### src/rtl/fp_div_pkg.sv
// fp_div_pkg: FP constants, rounding-mode and FSM encodings shared by the FPU divider and multiplier.
package fp_div_pkg;
  localparam logic [31:0] FP_INFP  = 32'h7F80_0000;
  localparam logic [31:0] FP_INFN  = 32'hFF80_0000;
  localparam logic [31:0] FP_ZEROP = 32'h0000_0000;
  localparam logic [31:0] FP_ZERON = 32'h8000_0000;
  localparam logic [31:0] FP_NANQ  = 32'h7FC0_0000;
  localparam logic [31:0] FP_MAXP  = 32'h7F7F_FFFF;
  localparam logic [31:0] FP_MAXN  = 32'hFF7F_FFFF;
  localparam logic [2:0] RM_RNE = 3'd0;
  localparam logic [2:0] RM_RZ  = 3'd1;
  localparam logic [2:0] RM_RD  = 3'd2;
  localparam logic [2:0] RM_RU  = 3'd3;
  localparam logic [2:0] RM_RNA = 3'd4;
  typedef enum logic [1:0] {IDLE, ITER, ROUND} state_t;
  typedef enum logic [2:0] {SP_NONE, SP_NAN, SP_INF, SP_DZ, SP_ZERO} spec_t;
  function automatic logic round_inc(input logic [2:0] rm, input logic s, g, t, lsb);
    return rm == RM_RNE ? g & (t | lsb) :
           rm == RM_RNA ? g :
           rm == RM_RU  ? ~s & (g | t) :
           rm == RM_RD  ? s & (g | t) : 1'b0;
  endfunction
  // Overflow saturates to infinity only when rounding moves away from zero.
  function automatic logic ov_to_inf(input logic [2:0] rm, input logic s);
    return rm == RM_RNE || rm == RM_RNA || (rm == RM_RU && !s) || (rm == RM_RD && s);
  endfunction
endpackage

### src/rtl/fp_div_mant.sv
// fp_div_mant: radix-2 restoring divider for normalized mantissas, one quotient bit per clock.
module fp_div_mant #(parameter int M = 22) (
  input  logic       clk,
  input  logic       rst,
  input  logic       start,
  input  logic [M:0] m1,
  input  logic [M:0] m2,
  output logic       busy,
  output logic [M:0] quot,
  output logic       guard,
  output logic       sticky
);
  logic [4:0] cnt;
  logic [M+2:0] rem;
  logic [M+1:0] div, q, r_nxt;
  logic ge;
  always_comb begin
    ge = rem >= {1'b0, div};
    r_nxt = ge ? (M+2)'(rem - {1'b0, div}) : rem[M+1:0];
  end
  // Pre-shifting the dividend when Ma<Mb keeps the first quotient bit at 1; it later drops out of q.
  always_ff @(posedge clk or negedge rst)
    if (!rst) begin
      cnt <= '0;
      rem <= '0;
      div <= '0;
      q <= '0;
    end else if (start) begin
      cnt <= 5'(M + 3);
      div <= {1'b1, m2};
      rem <= m1 < m2 ? {1'b1, m1, 1'b0} : {2'b01, m1};
      q <= '0;
    end else if (busy) begin
      cnt <= cnt - 5'd1;
      rem <= {r_nxt, 1'b0};
      q <= {q[M:0], ge};
    end
  assign busy = cnt != '0;
  assign quot = q[M+1:1];
  assign guard = q[0];
  assign sticky = |rem;
endmodule

### src/rtl/fp_div.sv
// fp_div: iterative IEEE-754 single-precision divider (out = in1 / in2) with act/done handshake.
// Define FP_DIV_DZ_FLAG_EN to add the divide-by-zero output dz.
module fp_div import fp_div_pkg::*; #(
  parameter int W = 32,
  parameter int M = 22,
  parameter int E = 30,
  parameter int B = 127
) (
  input  logic         clk,
  input  logic         rst,
  input  logic         act,
  input  logic [W-1:0] in1,
  input  logic [W-1:0] in2,
  input  logic [2:0]   round_m,
  output logic [W-1:0] out,
  output logic         ov,
  output logic         un,
  output logic         inv,
  output logic         inexact,
  output logic         done
`ifdef FP_DIV_DZ_FLAG_EN
  ,
  output logic         dz
`endif
);
  state_t state, nxt;
  spec_t sp, sp_in;
  logic sign, busy, guard, sticky, start, inc, c, r_ov, r_un;
  logic nan1, nan2, inf1, inf2, zero1, zero2;
  logic [2:0] rm;
  logic [E-M-1:0] e1, e2;
  logic [M:0] f1, f2, quot, fr;
  logic signed [9:0] eq, eq_in, e_r;
  logic [W-1:0] inf_s, zero_s, max_s, res;
  always_comb begin
    {e1, f1} = in1[E:0];
    {e2, f2} = in2[E:0];
    nan1 = &e1 & |f1;
    nan2 = &e2 & |f2;
    inf1 = &e1 & ~|f1;
    inf2 = &e2 & ~|f2;
    zero1 = ~|e1;
    zero2 = ~|e2;
    sp_in = (nan1 | nan2 | zero1 & zero2 | inf1 & inf2) ? SP_NAN :
            zero2 ? (inf1 ? SP_INF : SP_DZ) :
            inf1 ? SP_INF :
            (zero1 | inf2) ? SP_ZERO : SP_NONE;
    eq_in = 10'(e1) - 10'(e2) + 10'(B) - 10'(f1 < f2);
    start = state == IDLE && act && sp_in == SP_NONE;
    // Special cases leave the datapath idle, so ITER falls straight through to ROUND.
    nxt = state == IDLE ? (act ? ITER : IDLE) :
          state == ITER ? (busy ? ITER : ROUND) : IDLE;
  end
  fp_div_mant #(.M(M)) u_mant (
    .clk(clk),
    .rst(rst),
    .start(start),
    .m1(f1),
    .m2(f2),
    .busy(busy),
    .quot(quot),
    .guard(guard),
    .sticky(sticky)
  );
  always_comb begin
    inc = round_inc(rm, sign, guard, sticky, quot[0]);
    {c, fr} = {1'b0, quot} + (M+2)'(inc);
    e_r = eq + 10'(c);
    r_ov = e_r > 10'sd254;
    r_un = e_r < 10'sd1;
    inf_s = sign ? FP_INFN : FP_INFP;
    zero_s = sign ? FP_ZERON : FP_ZEROP;
    max_s = sign ? FP_MAXN : FP_MAXP;
    res = sp == SP_NAN ? FP_NANQ :
          (sp == SP_INF || sp == SP_DZ) ? inf_s :
          sp == SP_ZERO ? zero_s :
          r_ov ? (ov_to_inf(rm, sign) ? inf_s : max_s) :
          r_un ? zero_s : {sign, e_r[E-M-1:0], fr};
  end
  always_ff @(posedge clk or negedge rst)
    if (!rst) begin
      state <= IDLE;
      sign <= 1'b0;
      rm <= '0;
      eq <= '0;
      sp <= SP_NONE;
      out <= '0;
      ov <= 1'b0;
      un <= 1'b0;
      inv <= 1'b0;
      inexact <= 1'b0;
      done <= 1'b0;
`ifdef FP_DIV_DZ_FLAG_EN
      dz <= 1'b0;
`endif
    end else begin
      state <= nxt;
      done <= state == ROUND;
      if (state == IDLE && act) begin
        sign <= in1[W-1] ^ in2[W-1];
        rm <= round_m;
        eq <= eq_in;
        sp <= sp_in;
      end
      if (state == ROUND) begin
        out <= res;
        inv <= sp == SP_NAN;
        ov <= sp == SP_NONE && r_ov;
        un <= sp == SP_NONE && r_un;
        inexact <= sp == SP_NONE && (guard | sticky | r_ov | r_un);
`ifdef FP_DIV_DZ_FLAG_EN
        dz <= sp == SP_DZ;
`endif
      end
    end
endmodule
### config.mk
export PLATFORM = sky130hd
export DESIGN_NAME = fp_div
export DESIGN_NICKNAME = d
export VERILOG_FILES = /design/src/rtl/fp_div_pkg.sv /design/src/rtl/fp_div_mant.sv /design/src/rtl/fp_div.sv
export SDC_FILE = /design/constraint.sdc
export NUM_CORES = 1
export LEC_CHECK = 0
export CAP_MARGIN = 40
export CORE_MARGIN = 10
export CORE_UTILIZATION = 30
export CTS_CLUSTER_SIZE = 30
export DETAILED_ROUTE_END_ITERATION = 16
export SYNTH_ARGS = -nofsm -noshare
export SYNTH_HDL_FRONTEND = slang
export SYNTH_SLANG_ARGS = --single-unit
export TNS_END_PERCENT = 30
### constraint.sdc
create_clock -name clk -period 6.3 [get_ports clk]
set_input_delay 1.26 -clock clk [delete_from_list [all_inputs] [get_ports clk]]
set_output_delay 1.26 -clock clk [all_outputs]
set_load 0.005 [all_outputs]
# After elaboration in Yosys (flattened, before gate mapping)
# Cells that the tools add are included.
[classes]
add_sub_neg = 7
n_lt_le_gt_ge = 4
n_eq_ne = 9
mux = 30
bitwise_logic = 19
n_reduce_logical = 29
[op_table]
columns = ["op", "n"]
rows = [
  ["$mux 32", 9],
  ["$mux 25", 3],
  ["$mux 24", 3],
  ["$reduce_or 23->1", 2],
  ["$ge 25x24->1", 1],
  ["$reduce_or 25->1", 1],
  ["$add 23x1->24", 1],
  ["$sub 24x24->24", 1],
  ["$lt 23x23->1", 1],
  ["$reduce_and 8->1", 2],
  ["$reduce_or 8->1", 2],
  ["$eq 3x2->1 const B", 4],
  ["$mux 3", 4],
  ["$add 10x1->10", 1],
  ["$add 9x8->10 const B", 1],
  ["$gt 10x9->1 const B", 1],
  ["$lt 10x2->1 const B", 1],
  ["$mux 5", 2],
  ["$sub 10x1->10", 1],
  ["$and 1x1->1", 9],
  ["$logic_not 3->1", 3],
  ["$sub 8x8->9", 1],
  ["$or 1x1->1", 8],
  ["$logic_and 1x1->1", 7],
  ["14 further kinds", 29],
]
[totals]
reg_bits = 134
in_bits = 70

# Depth between registers and ports, before layout
# Gate-level depths: netlist (run 1).
[depth]
ltp_word = 15
depth_mapped = 25
depth_no_buf = 22

# Hierarchy
# From an unflattened synthesis (run 1), not the netlist that was laid out.
[unflattened]
hier_cells = 1191
area_unflattened_um2 = 10228.6
[modules_own_cells]
columns = ["mod", "n_inst", "cells_per_inst", "area_each_um2", "seq_area_each_um2"]
rows = [
  ["fp_div_mant", 1, 658, 5576.6, 1951.9],
  ["fp_div", 1, 533, 4652.0, 1401.3],
]

# Worst setup path after synthesis (run 1)
# Ideal clock, no wire load.
[synth_path]
path_kind = "input to register"
start = "input port in2[10]"
end = "register eq[7]"
arrival_ns = 4.436
required_time_ns = 6.165
setup_slack_ns = 1.729
path_stages = 20
path_cell_list = "inv_1 -> ha_1 -> a21o_1 -> a21oi_1 -> nor2b_1 -> o221ai_1 -> o211ai_1 -> a31oi_2 -> buf_2 -> inv_1 -> ha_1 -> ha_1 -> fa_1 -> a21oi_1 -> o21bai_1 -> a21oi_1 -> nor2_1 -> nor2_1 -> xor2_1 -> o21ai_0"
[synth_via]
elab_chain_cells = 2
[synth_rtl]
columns = ["item", "line_no", "source"]
rows = [
  ["start: declaration", "fp_div.sv:13", "input logic [W-1:0] in2,"],
  ["$lt 23x23->1", "fp_div.sv:48", "eq_in = 10'(e1) - 10'(e2) + 10'(B) - 10'(f1 < f2);"],
  ["$sub 10x1->10", "fp_div.sv:48", ""],
  ["end signal: assignment", "fp_div.sv:102", "eq <= eq_in;"],
  ["end: declaration", "fp_div.sv:33", "logic signed [9:0] eq, eq_in, e_r;"],
]
# No other way between the ends.
# A chain may end at the register's enable or synchronous reset.

# Worst setup path in the final report (run 1)
[layout_path]
start = "register u_mant.rem[20]"
end = "register out[17]"
[layout_via]
elab_chain_cells = 15
elab_cells_between_ends = 19
cone_classes = "2 x add/sub; 2 x order compare; 9 x mux; 5 x bitwise; 1 x reduce/logical"
[layout_rtl]
columns = ["item", "line_no", "source"]
rows = [
  ["start: declaration", "fp_div_mant.sv:14", "logic [M+2:0] rem;"],
  ["start signal: assignment", "fp_div_mant.sv:31", "rem <= m1 < m2 ? {1'b1, m1, 1'b0} : {2'b01, m1};"],
  ["start signal: assignment", "fp_div_mant.sv:35", "rem <= {r_nxt, 1'b0};"],
  ["$reduce_or 25->1 *", "fp_div_mant.sv:41", "assign sticky = |rem;"],
  ["$or 1x1->1", "fp_div_pkg.sv:20, fp_div_pkg.sv:21", ""],
  ["$and 1x1->1", "fp_div_pkg.sv:21", "rm == RM_RD ? s & (g | t) : 1'b0;"],
  ["$mux 1", "fp_div_pkg.sv:21", ""],
  ["$mux 1", "fp_div_pkg.sv:20", "rm == RM_RU ? ~s & (g | t) :"],
  ["$mux 1", "fp_div_pkg.sv:19", "rm == RM_RNA ? g :"],
  ["$mux 1 *", "fp_div_pkg.sv:18", "return rm == RM_RNE ? g & (t | lsb) :"],
  ["$add 23x1->24 *", "fp_div.sv:67", "{c, fr} = {1'b0, quot} + (M+2)'(inc);"],
  ["$add 10x1->10", "fp_div.sv:68", "e_r = eq + 10'(c);"],
  ["$lt 10x2->1", "fp_div.sv:70", "r_un = e_r < 10'sd1;"],
  ["$mux 32", "fp_div.sv:78", "r_un ? zero_s : {sign, e_r[E-M-1:0], fr};"],
  ["$mux 32 *", "fp_div.sv:77", "r_ov ? (ov_to_inf(rm, sign) ? inf_s : max_s) :"],
  ["$mux 32 *", "fp_div.sv:76", "sp == SP_ZERO ? zero_s :"],
  ["$mux 32 *", "fp_div.sv:75", "(sp == SP_INF || sp == SP_DZ) ? inf_s :"],
  ["$mux 32 *", "fp_div.sv:74", "res = sp == SP_NAN ? FP_NANQ :"],
  ["end signal: assignment", "fp_div.sv:106", "out <= res;"],
  ["end: declaration", "fp_div.sv:15", "output logic [W-1:0] out,"],
]
# Mark *: on every way between the ends. The rest lies on a longest branch, timed or not.

==> results of run 1 <==
[metrics by stage]
stage	hold WS, ns	cells
after floorplan	0.418	1094
after global placement	0.433	1552
after detailed placement	0.442	1553
after CTS	0.459	1585
after global routing	0.480	1585
final	0.453	1585
[worst register-to-register path: stages, from the launching register on]
cell,delay (ns)
dfrtp_1,0.41
or4_1,0.56
nor4_1,0.25
nand4_1,0.29
or3_1,0.40
a21oi_1,0.15
nor2_1,0.06
ha_1,0.23
nand4_1,0.11
nor2_1,0.10
and2_1,0.17
and3_1,0.21
ha_1,0.30
nor2b_1,0.17
a2bb2oi_1,0.09
a2111oi_2,0.32
o221a_1,0.25
o21ai_2,0.08
or2_1,0.48
nor2_4,0.24
nor2_2,0.05
buf_4,0.20
a22o_1,0.20
[final cells by class]
cell class,count,share of cell area (%)
Multi-Input combinational cell,829,48.3
Clock buffer,17,3.76
Tap cell,396,4.38
Timing Repair Buffer,117,10.2
Sequential cell,134,29.6
Inverter,77,2.55
Clock inverter,15,1.17
[cell families (layout without fill, tap and decap cells)]
kind of cell	count (synthesis)	after routing	synth area share, %
xor+xnor	62	62	5.82
fa+ha+maj	71	71	9.76
compound gates	286	286	20.2
mux	29	29	3.11
buf+inv	131	226	5.79
simple gates	381	381	19.4
flops	134	134	35.9
[registers in the layout (all words and copies together) (netlist names), 2 cells and up]
signal      flops
eq             10
out            32
rm              3
sp              3
state           2
u_mant.cnt      5
u_mant.div     24
u_mant.q       24
u_mant.rem     25
[cells in the final DEF, fill, tap and decap left out, types with 6 or more instances in the layout]
cell             netlist  layout
a221oi_1               6       6
buf_4                  3      10
a31oi_1                9       9
nand2b_1              10      10
nor3_1                24      24
inv_6                  0       7
o21a_1                 9       9
and3_1                 7       7
o311a_1               11      11
ha_1                  68      68
a21o_1                15      15
o21bai_1               6       6
inv_1                 77      77
o21ai_1               22      22
clkbuf_16              0      17
xnor2_1               27      27
dfrtp_1              134     134
nand3_1               21      21
mux2i_1               29      29
nor2b_1               10      10
o211ai_1              14      14
and2_1                 9       9
a211oi_1               8       8
nand4_1               21      21
nor4_1                20      20
clkdlybuf4s50_1        0     105
a22o_1                27      27
nand2_1              180     180
o21ai_0               56      56
a211o_1                6       6
xor2_1                35      35
or3_1                  6       6
nor2_1                48      48
a21oi_1               71      71
[metal layers]
layer  share of wire (%)  track usage (%)
met3                 4.8             3.46
met5                   0                0
met1                  48             17.3
met4                0.75             2.29
met2                  46             21.0
[power by group]
| part | internal [W] | switching, W | leakage, nW |
|---|---|---|---|
| logic | 0.00130 | 0.00151 | 2.98 |
| clock network | 0.000520 | 0.000432 | 0.272 |
| registers | 0.00117 | 0.000295 | 1.70 |
| total | 0.00299 | 0.00224 | 4.96 |
[worst max-delay path by stage]
stage	start	endpoint	slack [ns]
2_1_floorplan	in2[10]	eq[7]$_DFFE_PN0P_	1.73
5_1_grt	u_mant.rem[20]$_DFFE_PN0P_	out[28]$_DFFE_PN0P_	0.48
4_1_cts	u_mant.rem[20]$_DFFE_PN0P_	out[21]$_DFFE_PN0P_	0.88
3_3_place_gp	u_mant.rem[20]$_DFFE_PN0P_	out[7]$_DFFE_PN0P_	0.98
6_report	u_mant.rem[20]$_DFFE_PN0P_	out[17]$_DFFE_PN0P_	0.89
3_5_place_dp	u_mant.rem[20]$_DFFE_PN0P_	out[3]$_DFFE_PN0P_	0.87
==> metrics.yaml, run 1 <==
critical_path:
  worstPathCellList: "or4_1, nor4_1, nand4_1, or3_1, a21oi_1, nor2_1, ha_1, nand4_1, nor2_1, and2_1, and3_1, ha_1, nor2b_1, a2bb2oi_1, a2111oi_2, o221a_1, o21ai_2, or2_1, nor2_4, nor2_2, buf_4, a22o_1"
  cp.required_ns: 6.61
  end_kind: "flop"
  ff2ff_setup_slack_ns: 0.89
  worstSetupPathType: "flop to flop"
  worstPathArrival_ns: 5.72
  path_delay_family: "simple AND/OR/NAND/NOR gates"
  crit_buf_inv: 1
  cp_max_fo: 26
  slowest_delay_ns: 0.56
  cp-start-kind: "flop"
  cp_num_cells: 22
  cpMaxStageDelayCell: "or4_1"
  reg2reg_depth: 22
  rr_startpoint: "u_mant.rem[20]$_DFFE_PN0P_"
  r2r-end: "out[17]$_DFFE_PN0P_"
yosys:
  synth_area_leaders: "dfrtp_1, ha_1, nand2_1"
  synth_nets: 1235
  ys_seq_area_share_pct: 35.9
  synth.avg_cell_area_um2: 8.53
  synth_top_area_share_pct: 35.9
  synth_edf_count: 0
  async_reset_ff_share_pct: 100
  synthDistinctLibCells: 69
  ys.flop_type: "dfrtp_1"
  syn_area_um2: 9330
  ys_warn_count: 0
  synthTopCellsByCount: "nand2_1, dfrtp_1, inv_1"
  synth.most_common_cell: "nand2_1"
  synth_seq_cells: 134
  yosysTopAreaCell: "dfrtp_1"
  synth_cells: 1094
timing:
  setup_ws_ns: 0.889
  clock_skew_ns: 0.0166
  setup_viol: 0
  worstMarginPinSlew_ns: 0.795
  layout_min_cycle_time_ns: 5.41
  slew_headroom_pct: 47.0
  final_max_slew_viol_count: 0
  hold_violations: 0
  timing.setup.tns_ns: 0
  fmax_ghz: 0.185
  rsz0062_at_grt: "false"
  post-route-period-util_pct: 85.9
clock_network:
  cts.repair.resized: 0
  cts_made_buffers: 17
  cts.sink_count: 134
  post_cts_buffers: 0
  h-tree-depth: 4
  clk_pin_slew_worst_paths_ns: 0.07
  clk_path_buf_depth: 2
  cts_hold_buffers: 0
  cts_tree: "built"
  root_buffer: "clkbuf_16"
  clkLatencyLatePin_ns: 0.43
final_layout:
  nets: 1317
  antenna_cells: 0
  multi_input_area_um2: 5470
  stdcell_area_um2: 11300
  seqCellArea_um2: 3350
  post-route-util_pct: 36.9
  fill_cells: 3158
  area_growth_pct: 21.2
  final_layout_size_suffix_gt1_share_pct: 4.71
status:
  outcome: "finished clean"
pwr:
  ir_drop_uv: 228
  p_leak_nw: 4.96
  p_total_w: 0.00522
  cellPowerDensity_nw_per_um2: 462
job:
  cap_violations: 0
floorplanning:
  start_util_pct: 30.4
  die_w_um: 196
  die_h_um: 196
  core_area_um2: 30700
  core.rowCount: 64
  dieArea_um2: 38600
  num_io_pins: 107
global_routing:
  grt.total_usage_pct: 13.0
  grt_max_degree: 84
  grt_pass1_wl_mm: 41.4
  grt_pass1_vias: 7953
  antenna_found_initial: 0
  overflow: 0
route:
  dr.pass1.iters: 5
  drt_iter0_drc: 422
  num_vias: 8002
  wirelength_mm: 25.0
  wl_per_cell_um: 15.8
  ant_nets: 0
  drc_errors: 0
  via_per_inst: 5.05
worst_hold_path:
  worstHoldStart: "u_mant.div[23]$_DFFE_PN0P_"
  hold_path_end: "u_mant.div[23]$_DFFE_PN0P_"
  hold_path_depth: 2
  worst_hold_path_type: "flop to flop"
placement:
  place_ws_ns: 0.873
  io_buffers: 106
  gp_congestion: 0.852
  dpl.hpwl_mm: 19.4
  place_area_um2: 10800
(Power assumes the default switching activity.)
==> run 2, diff against run 1 <==
SLEW_MARGIN = 20   (was unset)
==> run 2 against run 1 <==
  * Sequential power about the same
  * Final cell count hardly changed
  * Register-to-register slack is essentially flat
  * Worst hold slack about the same
  * Flip-flop and latch count unchanged
  * Critical path type unchanged
  * Largest cell class unchanged
  * Largest power group unchanged
==> metrics.yaml, run 2 (synthesis gave the netlist of run 1 again) <==
placement:
  dpl.hpwl_mm: 19.4  # unchanged
  io_buffers: 106  # unchanged
  place_ws_ns: 0.873  # unchanged
  gp_congestion: 0.852  # unchanged
critical_path:
  end_kind: "flop"
  reg2reg_depth: 22  # unchanged
  cp-start-kind: "flop"
  worstPathArrival_ns: 5.73  # about the same
  worstSetupPathType: "flop to flop"
  cp_max_fo: 26  # unchanged
  ff2ff_setup_slack_ns: 0.89  # about the same
  rr_startpoint: "u_mant.rem[20]$_DFFE_PN0P_"
  endpoint: "out[17]$_DFFE_PN0P_"
  r2r-end: "out[17]$_DFFE_PN0P_"
  cp.required_ns: 6.61  # about the same
  startpoint: "u_mant.rem[20]$_DFFE_PN0P_"
global_routing:
  antenna_found_initial: 0  # unchanged
  grt_pass1_vias: 7953  # unchanged
  grt_max_degree: 84  # unchanged
  grt.total_usage_pct: 13.0  # unchanged
  overflow: 0  # unchanged
  grt_pass1_wl_mm: 41.4  # unchanged
timing:
  layout_min_cycle_time_ns: 5.41  # +0.000911 ns
  holdWs_ns: 0.453  # -0.0000360 ns
  setup_ws_ns: 0.888  # -0.000911 ns
  fmax_ghz: 0.185  # about the same
  timing.setup.tns_ns: 0  # unchanged
  final_max_slew_viol_count: 0  # unchanged
  post-route-period-util_pct: 85.9  # about the same
  rsz0062_at_grt: "false"
  clock_skew_ns: 0.0157  # -0.000947 ns
  worstMarginPinSlew_ns: 0.746  # -0.0486 ns
  setup_viol: 0  # unchanged
  hold_violations: 0  # unchanged
  slew_headroom_pct: 50.1  # +3.1 points
final_layout:
  multi_input_area_um2: 5470  # unchanged
  seqCellArea_um2: 3350  # unchanged
  final_layout_size_suffix_gt1_share_pct: 4.79  # +0.080 points
  final_cell_mix: "nand2_1, dfrtp_1, clkdlybuf4s50_1"
  largest_reg_flops: 32  # unchanged
  nets: 1318  # +0.076%
  regMostFlops: "out"
  area_growth_pct: 21.5
  antenna_cells: 0  # unchanged
  fill_cells: 3155  # -0.095%
  final_common_cell: "nand2_1"
  largestRegisters: "out x32, u_mant.rem x25"
route:
  ant_nets: 0  # unchanged
  num_vias: 8016  # +0.17%
  wirelength_mm: 25.0  # +0.15%
  drc_errors: 0  # unchanged
  via_per_inst: 5.05  # +0.11%
  wl_per_cell_um: 15.8  # about the same
  dr.pass1.iters: 5  # unchanged
  drt_iter0_drc: 406  # -3.8%
floorplanning:
  die_h_um: 196  # unchanged
  die_w_um: 196  # unchanged
  start_util_pct: 30.4  # unchanged
  core.rowCount: 64  # unchanged
  core_area_um2: 30700  # unchanged
  dieArea_um2: 38600  # unchanged
  num_io_pins: 107  # unchanged
job:
  cap_violations: 0  # unchanged
status:
  outcome: "finished clean"
clock_network:
  clkLatencyLatePin_ns: 0.43  # about the same
  h-tree-depth: 4  # unchanged
  cts.repair.resized: 0  # unchanged
  clk_pin_slew_worst_paths_ns: 0.07  # about the same
  clk_path_buf_depth: 2  # unchanged
  cts_made_buffers: 17  # unchanged
  cts.sink_count: 134  # unchanged
  cts_hold_buffers: 0  # unchanged
  root_buffer: "clkbuf_16"
  cts_tree: "built"
  post_cts_buffers: 0  # unchanged
pwr:
  p_leak_nw: 4.97  # +0.26%
  cellPowerDensity_nw_per_um2: 461  # -0.16%
  ir_drop_uv: 228  # +0.22%
  p_total_w: 0.00523  # about the same
worst_hold_path:
  worst_hold_path_type: "flop to flop"
-- run 2: report_power, final --
| group | leakage (nW) | internal [W] | total [W] | switching [W] |
|---|---|---|---|---|
| clock network | 0.272 | 0.000520 | 0.000952 | 0.000432 |
| registers | 1.70 | 0.00117 | 0.00147 | 0.000296 |
| logic | 3.00 | 0.00130 | 0.00281 | 0.00151 |
-- run 2: critical path, cell delays in order, from the launching register on --
cell and delay [ns]:
dfrtp_1 0.41, or4_1 0.56, nor4_1 0.25, nand4_1 0.29, or3_1 0.39, a21oi_1 0.15, nor2_1 0.06, ha_1 0.23
nand4_1 0.11, nor2_1 0.10, and2_1 0.17, and3_1 0.21, ha_1 0.30, nor2b_1 0.17, a2bb2oi_1 0.09, a2111oi_2 0.32
o221a_1 0.25, o21ai_2 0.07, or2_1 0.48, nor2_4 0.24, nor2_2 0.05, buf_4 0.20, a22o_1 0.19
-- run 2: area by class of cell --
class / count / share of cell area [%]
sequential: 134 / 29.6
clock buffer: 17 / 3.75
tap: 396 / 4.37
timing repair buffer: 118 / 10.4
inverter: 77 / 2.55
clock inverter: 15 / 1.17
multi-input combinational: 829 / 48.2
-- run 2: worst min-delay path by stage --
stage                                     startpoint                    endpoint  slack, ns  depth (start not counted)
final                     u_mant.div[23]$_DFFE_PN0P_  u_mant.div[23]$_DFFE_PN0P_       0.45                          2
after global routing      u_mant.div[23]$_DFFE_PN0P_  u_mant.div[23]$_DFFE_PN0P_       0.48                          2
after CTS                 u_mant.div[23]$_DFFE_PN0P_  u_mant.div[23]$_DFFE_PN0P_       0.46                          2
after detailed placement  u_mant.div[23]$_DFFE_PN0P_  u_mant.div[23]$_DFFE_PN0P_       0.44                          2
after global placement    u_mant.div[23]$_DFFE_PN0P_  u_mant.div[23]$_DFFE_PN0P_       0.43                          2
after floorplan           u_mant.div[23]$_DFFE_PN0P_  u_mant.div[23]$_DFFE_PN0P_       0.42                          2
-- run 2: metal layers --
| metal | global-route usage (%) | vias to the layer above | wire length (µm) |
|---|---|---|---|
| met5 | 0 | - | 0 |
| met2 | 21.0 | 156 | 11600 |
| met3 | 3.46 | 11 | 1300 |
| met4 | 2.29 | 0 | 182 |
| li1 | - | 4062 | - |
| met1 | 17.3 | 3787 | 11900 |
-- run 2: through the flow --
stage	instances	cell area, µm²	util (%)
floorplan	1094	9330	-
global placement	1552	10700	35.0
detailed placement	1553	10800	35.1
CTS	1585	11300	36.9
global route	1586	11300	37.0
finish	1586	11300	37.0
==> run 3, diff against run 2 <==
GPL_TIMING_DRIVEN = 0   (was unset)
PLACE_DENSITY = 0.58   (was unset)
clock period = 6.75 ns   (was 6.3 ns; I/O delays follow)
==> run 3 against run 2 <==
  * Flip-flop and latch count is the same
  * Die area is the same
  * Clock power shrank 4.9%
  * Combinational power is essentially flat
  * Clock-buffer cell count is the same
  * Worst hold slack gained 0.014 ns
  * Register-to-register slack gained 0.53 ns
  * Sequential power shrank 9%
  * Critical path type is now input port to flop
  * Largest cell class unchanged
==> metrics.yaml, run 3 (synthesis gave the netlist of run 1 again) <==
pwr:
  p_int_w: 0.00282  # -5.8%
  p_sw_share_pct: 44.0  # +1.1 points
  ir_drop_uv: 269  # +18%
  p_switching_w: 0.00221  # -1.4%
  p_leak_nw: 5.02  # +1.1%
  power_frac_seq_pct: 26.7  # -1.4 points
  pwr-share-clk_pct: 18.0  # -0.2 points
  comb_power_share_pct: 55.3  # +1.6 points
  cellPowerDensity_nw_per_um2: 437  # -5.1%
floorplanning:
  die_h_um: 196  # unchanged
  core_area_um2: 30700  # unchanged
  num_io_pins: 107  # unchanged
  die_w_um: 196  # unchanged
  core.rowCount: 64  # unchanged
  start_util_pct: 30.4  # unchanged
  dieArea_um2: 38600  # unchanged
critical_path:
  worstPathArrival_ns: 6.04  # +0.31 ns
  end_kind: "flop"
  cp.required_ns: 7.06  # +0.45 ns
  cp_max_fo: 10  # -62%
  cp-start-kind: "input port"
  worstSetupPathType: "input port to flop"
route:
  wl_per_cell_um: 17.2  # +9.1%
  drt_iter0_drc: 540  # +33%
  dr.pass1.iters: 5  # unchanged
  num_vias: 8383  # +4.6%
  ant_nets: 0  # unchanged
  wirelength_mm: 28.1  # +12%
  drc_errors: 0  # unchanged
  via_per_inst: 5.14  # +1.8%
timing:
  clock_skew_ns: 0.0165  # +0.000887 ns
  setup_viol: 0  # unchanged
  holdWs_ns: 0.467  # +0.0142 ns
  post-route-period-util_pct: 84.8
  final_max_slew_viol_count: 0  # unchanged
  worstMarginPinSlew_ns: 0.861  # +0.115 ns
  setup_ws_ns: 1.03  # +0.138 ns
  hold_violations: 0  # unchanged
  fmax_ghz: 0.175
  slew_headroom_pct: 42.4  # -7.7 points
  rsz0062_at_grt: "false"
  layout_min_cycle_time_ns: 5.72
clock_network:
  clkLatencyLatePin_ns: 0.44  # about the same
  clk_pin_slew_worst_paths_ns: 0.07  # about the same
  cts.sink_count: 134  # unchanged
  cts_tree: "built"
  cts.repair.resized: 0  # unchanged
  clk_path_buf_depth: 2  # unchanged
  root_buffer: "clkbuf_16"
  cts_made_buffers: 17  # unchanged
  post_cts_buffers: 0  # unchanged
  h-tree-depth: 4  # unchanged
  cts_hold_buffers: 0  # unchanged
global_routing:
  overflow: 0  # unchanged
  grt_pass1_wl_mm: 44.5  # +7.4%
  grt_max_degree: 98  # +17%
  grt_pass1_vias: 8298  # +4.3%
  grt.total_usage_pct: 14.3  # +1.3 points
  antenna_found_initial: 0  # unchanged
final_layout:
  antenna_cells: 0  # unchanged
  nets: 1362  # +3.3%
  largestRegisters: "out x32, u_mant.rem x25"
  instances_no_fill: 1630  # +2.8%
  largest_reg_flops: 32  # unchanged
  area_growth_pct: 23.1
  final_layout_size_suffix_gt1_share_pct: 4.78  # -0.0087 points
  final_common_cell: "nand2_1"
  regMostFlops: "out"
  final_cell_mix: "nand2_1, dfrtp_1, clkdlybuf4s50_1"
placement:
  place_ws_ns: 0.640  # -0.234 ns
  io_buffers: 106  # unchanged
  dpl.cell_count: 1597  # +2.8%
  dpl.hpwl_mm: 21.7  # +11%
  gp_congestion: 0.908  # +6.6%
worst_hold_path:
  worst_hold_path_type: "flop to flop"
status:
  outcome: "finished clean"
job:
  cap_violations: 0  # unchanged
-- run 3: cell types whose count changed in the layout (fill, tap and decap cells not counted), sizes merged --
cell	delta
clkbuf	+37
buf	+7
clkinvlp	+1
inv	-1
-- run 3: worst max-delay path: stages --
cell             delay [ns]
clkdlybuf4s50_1        0.51
ha_1                   0.36
a21o_1                 0.18
a21oi_1                0.14
nor2b_1                0.06
o221ai_1               0.29
o211ai_1               0.22
a31oi_2                0.65
buf_2                  0.48
inv_1                  0.14
ha_1                   0.21
ha_1                   0.20
fa_1                   0.41
a21oi_1                0.15
o21bai_1               0.10
a21oi_1                0.16
nor2_1                 0.06
nor2_1                 0.12
xor2_1                 0.16
o21ai_0                0.08
-- run 3: cell type report --
type,instances,area [µm²]
fill,3170,19200
multi-input combinational,829,5440
sequential,134,3350
timing repair buffer,108,1100
tap,396,495
clock buffer,17,425
inverter,77,289
buffer,54,251
clock inverter,15,136
-- run 3: metrics by stage --
step,area [µm²],TNS (ns),util [%],total power [W]
CTS,11500,0,37.4,0.00502
global placement,10900,-170.25,35.5,0.00405
global route,11500,0,37.5,0.00545
finish,11500,0,37.5,0.00502
floorplan,9330,0,-,0.00338
detailed placement,10900,0,35.6,0.00410
-- run 3: routing by layer --
| metal | wire length (µm) | share of wire, % | up-vias | global-route usage, % |
|---|---|---|---|---|
| li1 | - | - | 4152 | - |
| met1 | 12900 | 46 | 3965 | 18.3 |
| met2 | 13000 | 46 | 236 | 23.5 |
| met3 | 1570 | 5.6 | 30 | 3.28 |
| met4 | 540 | 1.9 | 0 | 4.16 |
| met5 | 0 | 0 | - | 0 |
-- run 3: worst paths after layout --
path / start / to / slack, ns / depth (start not counted)
worst max-delay path: in1[10] / eq[7]$_DFFE_PN0P_ / 1.03 / 20
worst min-delay path: out[31]$_DFFE_PN0P_ / out[31]$_DFFE_PN0P_ / 0.47 / 2
worst max register to register: u_mant.rem[19]$_DFFE_PN0P_ / out[16]$_DFFE_PN0P_ / 1.42 / 22
worst min register to register: out[31]$_DFFE_PN0P_ / out[31]$_DFFE_PN0P_ / 0.47 / 2
max in group asynchronous: rst / rm[2]$_DFFE_PN0P_ / 5.16 / 2
min in group asynchronous: rst / u_mant.div[5]$_DFFE_PN0P_ / 0.80 / 1
-- run 3: power groups by stage --
stage / combinational [W] / clock [W] / sequential (W)
2_1_floorplan: 0.00211 / 0 / 0.00128
3_3_place_gp: 0.00271 / 0 / 0.00134
3_5_place_dp: 0.00275 / 0 / 0.00135
4_1_cts: 0.00277 / 0.000919 / 0.00134
5_1_grt: 0.00311 / 0.000956 / 0.00138
6_report: 0.00278 / 0.000905 / 0.00134
